--- src/rtl/enemy_bullet_ctrl_if.sv ---
// Signal bundle between the enemy bullet controller and its surroundings.
// The master side (game logic) drives the frame tick, fire request and the sprite positions.
// The slave side (the controller) drives the bullet position, the ready flag and the event pulses.
interface enemy_bullet_ctrl_if;
  logic       frame_tick;
  logic       fire;
  logic [7:0] enemyX;
  logic [6:0] enemyY;
  logic [7:0] playerX;
  logic [7:0] bulletX;
  logic [6:0] bulletY;
  logic       active;
  logic       ready;
  logic       hit;
  logic       bottomReached;

  modport master (
    output frame_tick, fire, enemyX, enemyY, playerX,
    input  bulletX, bulletY, active, ready, hit, bottomReached
  );

  modport slave (
    input  frame_tick, fire, enemyX, enemyY, playerX,
    output bulletX, bulletY, active, ready, hit, bottomReached
  );
endinterface

--- src/rtl/enemy_bullet_ctrl.sv ---
// Single enemy projectile on a 160x120 playfield.
// The bullet spawns below the enemy sprite and falls by Step rows per frame tick.
// It retires either on striking the player ship (hit) or on leaving the bottom edge
// (bottomReached). After retiring, a cooldown of Cooldown frame ticks must elapse
// before the next fire request is accepted.
module enemy_bullet_ctrl #(
  parameter int unsigned Step     = 4,
  parameter int unsigned SpawnOfs = 4,
  parameter int unsigned PlayerY  = 108,
  parameter int unsigned PlayerH  = 8,
  parameter int unsigned PlayerW  = 8,
  parameter int unsigned MaxY     = 119,
  parameter int unsigned Cooldown = 20,
  parameter int unsigned CntW     = 8
) (
  input  logic                 clk,
  input  logic                 resetn,
  enemy_bullet_ctrl_if.slave   bus
);

  typedef enum logic [0:0] {StIdle, StFly} state_e;

  state_e          state_q, state_d;
  logic [7:0]      x_q, x_d;
  logic [6:0]      y_q, y_d;
  logic            active_q, active_d;
  logic            hit_q, hit_d;
  logic            bottom_q, bottom_d;
  logic [CntW-1:0] cnt_q, cnt_d;

  logic       ready;
  logic [7:0] ny;
  logic       hit_cond;

  assign ready = (state_q == StIdle) && (cnt_q == '0);

  // Next row is computed in 8 bits so a bullet near the bottom cannot wrap back to the top.
  assign ny = {1'b0, y_q} + 8'(Step);

  // Crossing test over the whole step: the bullet hits if it moves from above the ship's
  // bottom edge to at or below its top edge. A plain overlap test would let it tunnel.
  // The right edge uses 9 bits so a ship near column 255 cannot wrap to a small column.
  assign hit_cond = (ny >= 8'(PlayerY)) &&
                    ({1'b0, y_q} < 8'(PlayerY + PlayerH)) &&
                    ({1'b0, x_q} >= {1'b0, bus.playerX}) &&
                    ({1'b0, x_q} <= ({1'b0, bus.playerX} + 9'(PlayerW - 1)));

  // Next-state logic: launch, cooldown countdown, per-tick advance, and retirement.
  always_comb begin
    state_d  = state_q;
    x_d      = x_q;
    y_d      = y_q;
    active_d = active_q;
    cnt_d    = cnt_q;
    hit_d    = 1'b0;
    bottom_d = 1'b0;
    unique case (state_q)
      StIdle: begin
        // Acceptance is decided on the pre-decrement count (ready uses cnt_q).
        if (bus.frame_tick && (cnt_q != '0)) begin
          cnt_d = cnt_q - CntW'(1);
        end
        if (bus.fire && ready) begin
          state_d  = StFly;
          x_d      = bus.enemyX;
          y_d      = bus.enemyY + 7'(SpawnOfs);
          active_d = 1'b1;
        end
      end
      StFly: begin
        if (bus.frame_tick) begin
          if (hit_cond || (ny > 8'(MaxY))) begin
            hit_d    = hit_cond;
            bottom_d = !hit_cond;
            state_d  = StIdle;
            active_d = 1'b0;
            x_d      = '0;
            y_d      = '0;
            cnt_d    = CntW'(Cooldown);
          end else begin
            y_d = ny[6:0];
          end
        end
      end
    endcase
  end

  // State and registered outputs; reset clears everything without waiting for a clock.
  always_ff @(posedge clk or negedge resetn) begin
    if (!resetn) begin
      state_q  <= StIdle;
      x_q      <= '0;
      y_q      <= '0;
      active_q <= 1'b0;
      hit_q    <= 1'b0;
      bottom_q <= 1'b0;
      cnt_q    <= '0;
    end else begin
      state_q  <= state_d;
      x_q      <= x_d;
      y_q      <= y_d;
      active_q <= active_d;
      hit_q    <= hit_d;
      bottom_q <= bottom_d;
      cnt_q    <= cnt_d;
    end
  end

  assign bus.bulletX       = x_q;
  assign bus.bulletY       = y_q;
  assign bus.active        = active_q;
  assign bus.ready         = ready;
  assign bus.hit           = hit_q;
  assign bus.bottomReached = bottom_q;

endmodule

--- src/flat_wrapper.sv ---
// flat-port wrapper written by rule: the top's interface ports become plain ports
module enemy_bullet_ctrl_flat 
#(
  parameter int unsigned Step     = 4,
  parameter int unsigned SpawnOfs = 4,
  parameter int unsigned PlayerY  = 108,
  parameter int unsigned PlayerH  = 8,
  parameter int unsigned PlayerW  = 8,
  parameter int unsigned MaxY     = 119,
  parameter int unsigned Cooldown = 20,
  parameter int unsigned CntW     = 8
)
  (clk, resetn, bus_frame_tick, bus_fire, bus_enemyX, bus_enemyY, bus_playerX, bus_bulletX, bus_bulletY, bus_active, bus_ready, bus_hit, bus_bottomReached);
  enemy_bullet_ctrl_if bus_i ();
  input  logic clk;
  input  logic resetn;
  input wire logic [$bits(bus_i.frame_tick)-1:0] bus_frame_tick;
  input wire logic [$bits(bus_i.fire)-1:0] bus_fire;
  input wire logic [$bits(bus_i.enemyX)-1:0] bus_enemyX;
  input wire logic [$bits(bus_i.enemyY)-1:0] bus_enemyY;
  input wire logic [$bits(bus_i.playerX)-1:0] bus_playerX;
  output wire logic [$bits(bus_i.bulletX)-1:0] bus_bulletX;
  output wire logic [$bits(bus_i.bulletY)-1:0] bus_bulletY;
  output wire logic [$bits(bus_i.active)-1:0] bus_active;
  output wire logic [$bits(bus_i.ready)-1:0] bus_ready;
  output wire logic [$bits(bus_i.hit)-1:0] bus_hit;
  output wire logic [$bits(bus_i.bottomReached)-1:0] bus_bottomReached;
  assign bus_i.frame_tick = bus_frame_tick;
  assign bus_i.fire = bus_fire;
  assign bus_i.enemyX = bus_enemyX;
  assign bus_i.enemyY = bus_enemyY;
  assign bus_i.playerX = bus_playerX;
  assign bus_bulletX = bus_i.bulletX;
  assign bus_bulletY = bus_i.bulletY;
  assign bus_active = bus_i.active;
  assign bus_ready = bus_i.ready;
  assign bus_hit = bus_i.hit;
  assign bus_bottomReached = bus_i.bottomReached;
  enemy_bullet_ctrl #(.Step(Step), .SpawnOfs(SpawnOfs), .PlayerY(PlayerY), .PlayerH(PlayerH), .PlayerW(PlayerW), .MaxY(MaxY), .Cooldown(Cooldown), .CntW(CntW)) u_core (.clk(clk), .resetn(resetn), .bus(bus_i));
endmodule
--- config.mk ---
export PLATFORM = sky130hd
export DESIGN_NAME = enemy_bullet_ctrl_flat
export DESIGN_NICKNAME = d
export VERILOG_FILES = /design/src/rtl/enemy_bullet_ctrl_if.sv /design/src/rtl/enemy_bullet_ctrl.sv /design/src/flat_wrapper.sv
export SDC_FILE = /design/constraint.sdc
export NUM_CORES = 1
export LEC_CHECK = 0
export ABC_CLOCK_PERIOD_IN_PS = 4900
export CAP_MARGIN = 40
export CELL_PAD_IN_SITES_DETAIL_PLACEMENT = 0
export CELL_PAD_IN_SITES_GLOBAL_PLACEMENT = 2
export CORE_MARGIN = 1.5
export CORE_UTILIZATION = 33
export DETAILED_ROUTE_END_ITERATION = 10
export PLACE_DENSITY_LB_ADDON = 0.3
export SYNTH_ARGS = -nofsm -noshare
export SYNTH_HDL_FRONTEND = slang
export SYNTH_SLANG_ARGS = --single-unit
--- constraint.sdc ---
create_clock -name clk -period 4.9 [get_ports clk]
set_input_delay 1.47 -clock clk [delete_from_list [all_inputs] [get_ports clk]]
set_output_delay 1.47 -clock clk [all_outputs]
set_load 0.01 [all_outputs]
==> flow_metrics.tcl <==
set metrics [dict create \
    status "finished, final reports clean" \
    place_ws_ns 0.334 \
    area_growth_pct 25.2 \
    post_cts.resized_instances 0 \
    use_met2_pct 24.2 \
    clk_transition_reported_paths_ns 0.10 \
    grt.total_usage_pct 15.5 \
    cp_slowest_cell "clkdlybuf4s50_1" \
    synth_enable_flop_cells 0 \
    cts_tree "built" \
    vdd_drop_max_v 0.000292 \
    cts_buffers 3 \
    finalCriticalPeriod_ns 4.28 \
    grt_antenna_before_repair 0 \
    rsz0062_at_grt "no" \
    finClkSkew_ns 0.00991 \
    maxSlewHeadroom_pct 50.0 \
    arrival_ns 4.43 \
    power_density_mw_per_mm2 390 \
    cap_violations 0 \
    htreeDepth 1 \
    fin_ws_ns 0.622 \
    use_met1_pct 23.4 \
    ys_seq_area_share_pct 31.6 \
    die-width_um 83.5 \
    end_kind "register" \
    report.final.slew_viol_count 0 \
    n_antenna_cell 0 \
    cts-root-buf "clkbuf_8" \
    via_per_inst 5.16 \
    fin_crit_sh_pct 87.3 \
    worstMarginPinSlew_ns 0.750 \
    synth_fp_nets 288 \
    clk_latency_ns 0.28 \
    dieArea_sq_mm 0.00697 \
    ant_nets 0 \
    cts_sinks 27 \
    routedWlPerCell_um 14.6 \
    grt_pass1_wl_um 8900 \
    synth_flop_cell "dfrtp_1" \
    routed_wl_um 5170 \
    vias 1833 \
    synthesis.area_sq_mm 0.00214 \
    path_cells "clkdlybuf4s50_1 > inv_1 > ha_1 > nand2b_2 > nand4_4 > xnor2_1 > ha_1 > a21oi_1 > o22ai_1 > o22ai_1 > o2111ai_4 > a21oi_2 > nor2_1" \
    coreArea_sq_mm 0.00631 \
    cp_max_fo 11 \
    critPathRequiredTime_ns 5.05 \
    initialDrtViolationCount 53 \
    nNetsFinal 328 \
    cts_setup_buffers 0 \
    fmax_mhz 234 \
    finalHoldViolCount 0 \
    grt_busiest_layer "met2" \
    drive_gt1_share_pct 8.27 \
    grt_pass1_vias 1839 \
    die_h_um 83.5 \
    first_pass_iters 4 \
    ctsHoldBuffers 0 \
    dpl.hpwl_um 4000 \
    setup_viol 0 \
    drc 0 \
    path_class "in2reg" \
    ios 46 \
    rows 29 \
    grt_max_degree 28 \
    hp-class "reg2reg" \
    final.setup.tns_ns 0 \
    numPortBuffers 45 \
    slowest_delay_ns 0.54 \
    overflow 0 \
    p_leak_uw 0.00110 \
    yosysUniqueCellTypes 53 \
    yosys_warnings 0 \
    gp_congestion 0.778 \
    start_util_pct 33.9 \
    worstSetupStartpointType "input pin" \
    clockBufferDepth 2 \
    ys_ff_latch 27 \
    async_flop_share_pct 100 \
    synthCells 239 \
    grtUsageMet3_pct 1.78 \
    syn_avg_cell_area_sq_um 8.95 \
]
sequential cells by signal (all words and copies together) (netlist names):
signal / cells
u_core.state_q: 1
u_core.bus.bulletY: 7
u_core.bus.hit: 1
u_core.bus.active: 1
u_core.cnt_q: 8
u_core.bus.bulletX: 8
u_core.bus.bottomReached: 1
cell families (layout without fill, tap and decap cells):
family,count (synthesis),count (layout),share of synthesized area (%)
simple gates,76,76,19.6
flops,27,27,31.6
buf+inv,33,72,6.96
fa+ha+maj,22,22,12.9
xor+xnor,10,10,4.10
compound gates,68,68,23.4
mux,3,3,1.46
cells in the final DEF, fill, tap and decap left out, types with 3 or more instances in the layout:
cell type	n
nand2_1	32
o21bai_1	3
nand3_1	9
clkdlybuf4s50_1	45
ha_1	22
inv_1	22
xnor2_1	8
dfrtp_1	27
clkbuf_8	3
nor3_1	10
o21ai_0	11
o22ai_1	6
nor2_1	4
nand4_1	4
a21oi_1	24
per-stage QoR:
step,instance area [sq um],hold slack [ns],cells,utilization (%),total power (uW)
2_1_floorplan,2140,0.493,239,-,749
3_3_place_gp,2630,0.498,351,41.6,914
3_5_place_dp,2630,0.548,351,41.6,916
4_1_cts,2680,0.570,355,42.4,1050
5_1_grt,2680,0.601,355,42.4,1140
6_report,2680,0.563,355,42.4,1040
layer usage:
layer	wire length (um)	vias to the layer above
met5	0	-
met4	29	0
met3	120	2
met2	2380	22
met1	2640	875
li1	-	934
path summary, 6_finish.rpt:
| path | slack [ns] | end | start | cells past startpoint |
|---|---|---|---|---|
| worst max-delay path | 0.62 | u_core.bus.active | bus_playerX[0] | 13 |
| worst min-delay path | 0.56 | u_core.cnt_q[1] | u_core.cnt_q[1] | 2 |
| worst max register to register | 2.49 | u_core.bus.bulletY[6] | u_core.cnt_q[0] | 8 |
| worst min register to register | 0.56 | u_core.cnt_q[1] | u_core.cnt_q[1] | 2 |
| max in group asynchronous | 3.07 | u_core.bus.bottomReached | resetn | 2 |
| min in group asynchronous | 1.56 | u_core.bus.bulletX[1] | resetn | 2 |
report_power, final:
part	total, uW	switching, uW	internal, uW	leakage [uW]
Combinational	493	237	256	0.000727
Sequential	417	128	289	0.000347
Clock	134	74.7	59.7	0.0000261
cell type report:
| type | instances | area [sq um] |
|---|---|---|
| clock inverter | 1 | 8.76 |
| sequential | 27 | 676 |
| multi-input combinational | 179 | 1310 |
| fill | 670 | 3640 |
| tap | 77 | 96.3 |
| clock buffer | 3 | 41.3 |
| inverter | 22 | 82.6 |
| timing repair buffer | 46 | 458 |
cells in the mapped netlist, types with 2 or more instances:
library cell  instances  share of area [%]
o31ai_1               2               0.70
nor3b_1               2               0.70
nand2_1              32                5.6
ha_1                 22                 13
a21oi_1              24                5.6
nand2b_1              2               0.59
xnor2_1               8                3.3
a22oi_1               2               0.70
o21ai_0              11                2.6
inv_1                22                3.9
o21a_1                2               0.70
xor2_1                2               0.82
buf_2                 5                1.2
dfrtp_1              27                 32
buf_4                 3                1.1
mux2i_1               2               0.94
and3_1                2               0.59
nand4_1               4                1.2
or3_1                 2               0.59
nand3_1               9                2.1
nor2_1                4               0.70
o21bai_1              3                1.1
o22ai_1               6                1.8
clkbuf_1              2               0.35
nor4b_2               2                1.4
nor3_1               10                2.3
critical path: cells and delay by family:
kind / cells / cell delay [ns]
xor gates and xnor gates: 1 / 0.16
AOI/OAI and AO/OA: 5 / 1.24
buffers and inverters: 2 / 0.64
adders and majority gates: 2 / 0.56
and+or+nand+nor: 3 / 0.36
Power figures use the tool's default switching activity.
